===== src/rtl/store_pkg.sv =====
// Shared definitions for the store unit.
//   size_e    : store size encoding as presented on st_size
//   state_e   : store FSM states
//   LANE_W / NUM_LANES / lane_shift : big-endian byte-lane geometry
//                                     (lane 0 = bits 31:24)
package store_pkg;

  typedef enum logic [1:0] {
    SZ_BYTE     = 2'd0,
    SZ_HALF     = 2'd1,
    SZ_WORD     = 2'd2,
    SZ_WORD_ALT = 2'd3
  } size_e;

  typedef enum logic [2:0] {
    S_IDLE  = 3'd0,
    S_READ  = 3'd1,
    S_WAIT  = 3'd2,
    S_WRITE = 3'd3,
    S_DONE  = 3'd4
  } state_e;

  localparam int LANE_W    = 8;
  localparam int NUM_LANES = 4;

  // Bit offset of the least significant bit of a byte lane. Lane 0 is the
  // most significant byte, so offset = (NUM_LANES-1-lane)*LANE_W.
  function automatic logic [4:0] lane_shift(input logic [1:0] lane);
    return 5'((NUM_LANES - 1 - int'(lane)) * LANE_W);
  endfunction

  function automatic logic size_is_word(input logic [1:0] s);
    return (size_e'(s) == SZ_WORD) || (size_e'(s) == SZ_WORD_ALT);
  endfunction

endpackage


===== src/rtl/store_merge.sv =====
// Combinational byte-lane merge for sub-word stores (big-endian lanes).
// Ports:
//   old_i    : word read back from memory
//   data_i   : store source value, payload in the low-order bits
//   size_i   : store size (size_e encoding)
//   addr_i   : byte offset within the word
//   merged_o : word to write back; untouched lanes keep old_i
module store_merge
  import store_pkg::*;
(
  input  logic [31:0] old_i,
  input  logic [31:0] data_i,
  input  logic [1:0]  size_i,
  input  logic [1:0]  addr_i,
  output logic [31:0] merged_o
);

  logic [4:0]  shift;
  logic [31:0] mask;

  always_comb begin
    shift    = 5'd0;
    mask     = 32'h0;
    merged_o = data_i;
    case (size_e'(size_i))
      SZ_BYTE: begin
        shift    = lane_shift(addr_i);
        mask     = 32'h0000_00FF << shift;
        merged_o = (old_i & ~mask) | ({24'h0, data_i[7:0]} << shift);
      end
      SZ_HALF: begin
        // addr[0] is ignored: a half always occupies lanes 0-1 or 2-3,
        // whose low lane (1 or 3) sets the shift.
        shift    = lane_shift({addr_i[1], 1'b1});
        mask     = 32'h0000_FFFF << shift;
        merged_o = (old_i & ~mask) | ({16'h0, data_i[15:0]} << shift);
      end
      default: merged_o = data_i;
    endcase
  end

endmodule


===== src/rtl/store_unit.sv =====
// Store unit: accepts byte/half/word stores and performs them against a
// word-wide memory, using read-modify-write for sub-word sizes.
// Optional feature macro: STORE_ALIGN_CHECK_EN (misaligned half/word stores
// are reported via st_misalign instead of accessing memory).
// Parameter:
//   RD_LAT      : memory read latency in cycles (1..7)
// Ports:
//   clk, reset  : clock, asynchronous active-low reset
//   st_req      : store request, sampled only while idle
//   st_size     : 0=byte 1=half 2/3=word
//   st_addr     : byte address
//   st_data     : store data in low-order bits
//   st_busy     : high in every non-idle state
//   st_done     : one-cycle completion pulse
//   st_misalign : misalignment pulse, coincident with st_done
//   mem_addr    : word-aligned memory address
//   mem_wr      : one-cycle write strobe (low = read)
//   mem_wdata   : merged write word
//   mem_rdata   : read data, valid RD_LAT cycles after the address
//
// Handshake: a request is taken on any rising edge where st_req=1 and
// st_busy=0; st_req is ignored while st_busy=1 (no queueing). Completion is
// signalled by st_done, and the next request may be taken the cycle after.
module store_unit
  import store_pkg::*;
#(
  parameter int RD_LAT = 1
)
(
  input  logic        clk,
  input  logic        reset,
  input  logic        st_req,
  input  logic [1:0]  st_size,
  input  logic [31:0] st_addr,
  input  logic [31:0] st_data,
  output logic        st_busy,
  output logic        st_done,
  output logic        st_misalign,
  output logic [31:0] mem_addr,
  output logic        mem_wr,
  output logic [31:0] mem_wdata,
  input  logic [31:0] mem_rdata
);

  localparam logic [2:0] RD_LAT_C = 3'(RD_LAT);

  state_e      state_q, state_d;
  logic [1:0]  size_q, size_d;
  logic [31:0] addr_q, addr_d;
  logic [31:0] data_q, data_d;
  logic [31:0] wdata_q, wdata_d;
  logic [2:0]  cnt_q, cnt_d;
  logic [31:0] merged;
  logic        req_misaligned;

  store_merge u_merge (
    .old_i    (mem_rdata),
    .data_i   (data_q),
    .size_i   (size_q),
    .addr_i   (addr_q[1:0]),
    .merged_o (merged)
  );

`ifdef STORE_ALIGN_CHECK_EN
  logic misalign_q;

  assign req_misaligned = ((size_e'(st_size) == SZ_HALF) && st_addr[0]) ||
                          (size_is_word(st_size) && (st_addr[1:0] != 2'b00));

  always_ff @(posedge clk or negedge reset) begin
    if (!reset) begin
      misalign_q <= 1'b0;
    end else if ((state_q == S_IDLE) && st_req) begin
      misalign_q <= req_misaligned;
    end
  end

  assign st_misalign = (state_q == S_DONE) && misalign_q;
`else
  assign req_misaligned = 1'b0;
  assign st_misalign    = 1'b0;
`endif

  always_ff @(posedge clk or negedge reset) begin
    if (!reset) begin
      state_q <= S_IDLE;
      size_q  <= 2'b00;
      addr_q  <= 32'h0;
      data_q  <= 32'h0;
      wdata_q <= 32'h0;
      cnt_q   <= 3'd0;
    end else begin
      state_q <= state_d;
      size_q  <= size_d;
      addr_q  <= addr_d;
      data_q  <= data_d;
      wdata_q <= wdata_d;
      cnt_q   <= cnt_d;
    end
  end

  always_comb begin
    state_d = state_q;
    size_d  = size_q;
    addr_d  = addr_q;
    data_d  = data_q;
    wdata_d = wdata_q;
    cnt_d   = cnt_q;
    case (state_q)
      S_IDLE: begin
        if (st_req) begin
          size_d = st_size;
          addr_d = st_addr;
          data_d = st_data;
          if (req_misaligned) begin
            state_d = S_DONE;
          end else if (size_is_word(st_size)) begin
            wdata_d = st_data;
            state_d = S_WRITE;
          end else begin
            state_d = S_READ;
          end
        end
      end
      S_READ: begin
        cnt_d   = RD_LAT_C;
        state_d = S_WAIT;
      end
      S_WAIT: begin
        // Count reaching 1 marks the cycle in which mem_rdata is valid.
        if (cnt_q == 3'd1) begin
          wdata_d = merged;
          cnt_d   = 3'd0;
          state_d = S_WRITE;
        end else begin
          cnt_d = cnt_q - 3'd1;
        end
      end
      S_WRITE: state_d = S_DONE;
      S_DONE:  state_d = S_IDLE;
      default: state_d = S_IDLE;
    endcase
  end

  // Outputs are decoded from the state register only, so an asynchronous
  // reset clears them (including mem_wr) immediately.
  assign st_busy   = (state_q != S_IDLE);
  assign st_done   = (state_q == S_DONE);
  assign mem_wr    = (state_q == S_WRITE);
  assign mem_addr  = ((state_q == S_READ) || (state_q == S_WAIT) || (state_q == S_WRITE)) ?
                     {addr_q[31:2], 2'b00} : 32'h0;
  assign mem_wdata = (state_q == S_WRITE) ? wdata_q : 32'h0;

endmodule


===== config.mk =====
export PLATFORM = sky130hd
export DESIGN_NAME = store_unit
export DESIGN_NICKNAME = d
export VERILOG_FILES = /design/src/rtl/store_pkg.sv /design/src/rtl/store_merge.sv /design/src/rtl/store_unit.sv
export SDC_FILE = /design/constraint.sdc
export NUM_CORES = 1
export LEC_CHECK = 0
export CAP_MARGIN = 10
export CORE_MARGIN = 4
export CORE_UTILIZATION = 35
export DETAILED_ROUTE_END_ITERATION = 8
export PLACE_DENSITY = 0.73
export SYNTH_ARGS = -nofsm -noshare
export SYNTH_HDL_FRONTEND = slang
export SYNTH_SLANG_ARGS = --single-unit

===== constraint.sdc =====
create_clock -name clk -period 1.8 [get_ports clk]
set_clock_uncertainty 0.2 [all_clocks]
set_input_delay 0.36 -clock clk [delete_from_list [all_inputs] [get_ports clk]]
set_output_delay 0.36 -clock clk [all_outputs]
set_load 0.01 [all_outputs]

==> results.py <==
metrics = {
    "outcome": {
        "outcome": "finished, violations left",
        "violations": "negative setup slack",
    },
    "placed_design": {
        "dpl-instance-area_mm2": 0.007830,
        "numPortBuffers": 165,
        "gp_congestion": 0.8197,
        "dpl_worst_slack_ns": -0.4500,
        "placed_cells": 930,
        "dp_hpwl_mm": 12.42,
    },
    "synth": {
        "synth_seq_area_share": 0.4615,
        "synth_ff_type": "dfrtp_1",
        "synth.top_cells.by_count": "104 x dfrtp_1, 81 x mux2_2, 63 x and2_1",
        "synthTopCellsByArea": "dfrtp_1 46%, mux2_2 16%, and2_1 7.0%",
        "yosysMostFrequentCell": "dfrtp_1",
        "synth_top_area_cell": "dfrtp_1",
        "ys_warn_count": 0,
        "ys_types": 40,
        "async_flop_share": 1.000,
        "synth_top_area_share": 0.4615,
        "syn_avg_cell_area_um2": 10.40,
        "synthCells": 542,
        "synth_edf_count": 0,
        "synth-seq-cells": 104,
        "syn_area_mm2": 0.005639,
    },
    "die": {
        "io_pins": 169,
        "core_area_mm2": 0.01583,
        "die_w_um": 134.9,
        "num_rows": 46,
        "die_h_um": 134.9,
        "die-area_mm2": 0.01821,
        "start_util": 0.3563,
    },
    "worst_setup_path": {
        "critPathMostFrequentCell": "buf_6",
        "slowest_delay_ns": 0.42,
        "worst_ep_arrival_time_ns": 1.68,
        "rr_worst_depth": 8,
        "cp-end-kind": "primary output",
        "rr_startpoint": "state_q[1]",
        "cp_slowest_cell": "dfrtp_1",
        "rr_endpoint": "addr_q[10]",
        "required_ns": 1.24,
        "startpoint_type": "register",
        "rrSetupSlack_ns": -0.38,
        "cp_cell_sequence": "nand2_2 -> nor2_4 -> buf_6 -> buf_6 -> buf_6 -> buf_6 -> and2_4 -> buf_6",
        "cp_max_fo": 4,
        "path_class": "reg -> out",
    },
    "sta": {
        "relSlewSlack": 0.5720,
        "min_period_ns": 2.244,
        "rsz0062_at_grt": "yes",
        "hold_viol": 0,
        "worst-slew-pin-transition_ns": 0.6397,
        "post-route-period-util": 1.247,
        "timing.fmax_ghz": 0.4456,
        "setup_viol_count_final": 163,
        "final.setup.worst_slack_ns": -0.4441,
        "final_max_slew_viol_count": 0,
    },
    "final_layout": {
        "postLayoutCellArea_mm2": 0.009010,
        "drive_gt1_frac": 0.3632,
        "seqCellArea_mm2": 0.002604,
        "multi_input_area_mm2": 0.003087,
        "area_growth_pct": 59.77,
        "fin_util": 0.5692,
        "nFillCells": 1319,
        "nets": 869,
        "n_antenna_cell": 0,
        "fin_cells": 987,
    },
    "pwr": {
        "p_per_area_mw_per_mm2": 1821,
        "p_comb_frac": 0.589,
        "vdd_ir_drop_max_mv": 0.9279,
        "p_clk_frac": 0.139,
        "power_leakage_nw": 3.951,
        "internal_power_mw": 10.28,
        "power_mw": 16.41,
        "p_switching_mw": 6.129,
        "pwr-share-seq": 0.272,
        "p_sw_frac": 0.3735,
    },
    "routing": {
        "viasPerCell": 5.206,
        "vias": 5138,
        "final_antenna_net_count": 0,
        "drc": 0,
        "drt-total-wl_mm": 19.49,
        "dr.pass1.iters": 4,
        "wl_per_cell_um": 19.75,
        "drtIter0Drc": 271,
    },
    "global_routing": {
        "overflow": 0,
        "antenna_found_initial": 1,
        "track_usage": 0.2001,
        "grt_pass1_vias": 5404,
        "grt_max_degree": 58,
        "grt_pass1_wl_mm": 28.57,
    },
    "clock_tree": {
        "clk_latency_ns": 0.35,
        "cts_tree": "yes",
        "cts_buffers": 9,
        "ctsHtreeMaxLevel": 3,
        "root_buffer": "clkbuf_16",
        "clock_path_buffers": 2,
        "clk_pin_slew_ns": 0.07,
        "cts.sinks": 104,
    },
    "min_path": {
        "min_path_type": "in -> async",
    },
    "flow_run": {
        "max-cap-violations": 0,
    },
}
per-layer routing:
layer  part of all wire  routed length, µm  GRT usage  up-vias
li1                   -                  -          -     2349
met1               0.41               8080     0.2518     2524
met2               0.47               9167     0.3207      218
met3              0.082               1607    0.06110       45
met4              0.031                613    0.08399        2
met5             0.0010                 20          0        -
critical path: cells and delay by family (launching register included):
kind	cells	cell delay [ns]
flip-flops	1	0.42
buffers and inverters	5	0.51
AND/OR/NAND/NOR	3	0.42
cells in the final DEF, fill, tap and decap left out, types with 6 or more instances in the layout:
| cell | instances |
|---|---|
| nand3_1 | 7 |
| nand2b_1 | 18 |
| a221oi_1 | 10 |
| o21ai_0 | 10 |
| nor2_1 | 28 |
| or3_1 | 16 |
| a21oi_1 | 30 |
| a221oi_2 | 6 |
| buf_2 | 15 |
| clkbuf_16 | 18 |
| mux2_4 | 44 |
| a22o_1 | 8 |
| clkdlybuf4s50_1 | 99 |
| o211ai_1 | 16 |
| buf_12 | 13 |
| mux2_2 | 37 |
| buf_4 | 48 |
| o22ai_1 | 9 |
| mux2i_1 | 8 |
| buf_6 | 34 |
| o21ai_1 | 10 |
| dfrtp_1 | 103 |
| nand2_1 | 39 |
| and2_1 | 44 |
| clkdlybuf4s15_1 | 21 |
| clkbuf_2 | 9 |
| and2_4 | 19 |
| a21oi_2 | 6 |
cell type report:
type / count / share of cell area
clock inverters: 7 / 0.01333
repair buffers: 255 / 0.2979
multi-input cells: 392 / 0.3426
well taps: 216 / 0.03000
clock buffers: 9 / 0.02500
flip-flops and latches: 104 / 0.2890
inverters: 4 / 0.002222
worst max-delay path by stage:
stage	cells past startpoint	end	start	slack [ns]
final	8	mem_wdata[18]	state_q[0]	-0.44
after global routing	8	mem_wdata[18]	state_q[0]	-0.52
after CTS	5	mem_wdata[12]	state_q[0]	-0.60
after detailed placement	5	addr_q[30]	st_req	-0.45
after global placement	5	data_q[11]	st_req	-0.41
after floorplan	6	addr_q[16]	state_q[1]	0.007
stage by stage:
| stage | hold slack (ns) | setup TNS, ns |
|---|---|---|
| after floorplan | -0.1356 | 0 |
| after global placement | 0.01311 | -49.71 |
| after detailed placement | 0.01673 | -53.06 |
| after CTS | 0.1765 | -52.06 |
| after global routing | 0.1958 | -64.06 |
| final | 0.1825 | -50.90 |
state kept, by name (all words and copies together), names as in the netlist:
| name | cells |
|---|---|
| state_q | 3 |
| cnt_q | 3 |
| addr_q | 32 |
| wdata_q | 32 |
| data_q | 32 |
| size_q | 2 |
power groups by stage:
stage	combinational [mW]	sequential [mW]	clock (mW)
2_1_floorplan	4.96	4.03	0
3_3_place_gp	7.86	4.35	0
3_5_place_dp	8.10	4.41	0
4_1_cts	8.42	4.39	2.34
5_1_grt	10.4	4.59	2.43
6_report	9.67	4.46	2.28
repair_timing:
action | in CTS | in global routing
setup buffers | 16 | 17
gates resized for setup | 195 | 160
endpoints found under the setup margin | 154 | 164
cloned | 4 | 12
hold buffers | 1 | 0
pin swaps | 6 | 23
endpoints found under the hold margin | 104 | 0
logic make-up after synthesis:
group,after synthesis,share of synthesized area
AO/OA/AOI/OAI,111,0.1282
adder cells (fa/ha/maj),2,0.004437
buffers and inverters,48,0.04926
flip-flops,104,0.4615
multiplexers,89,0.1759
other,1,0.0006650
AND/OR/NAND/NOR,187,0.1799
(Power assumes the default switching activity.)
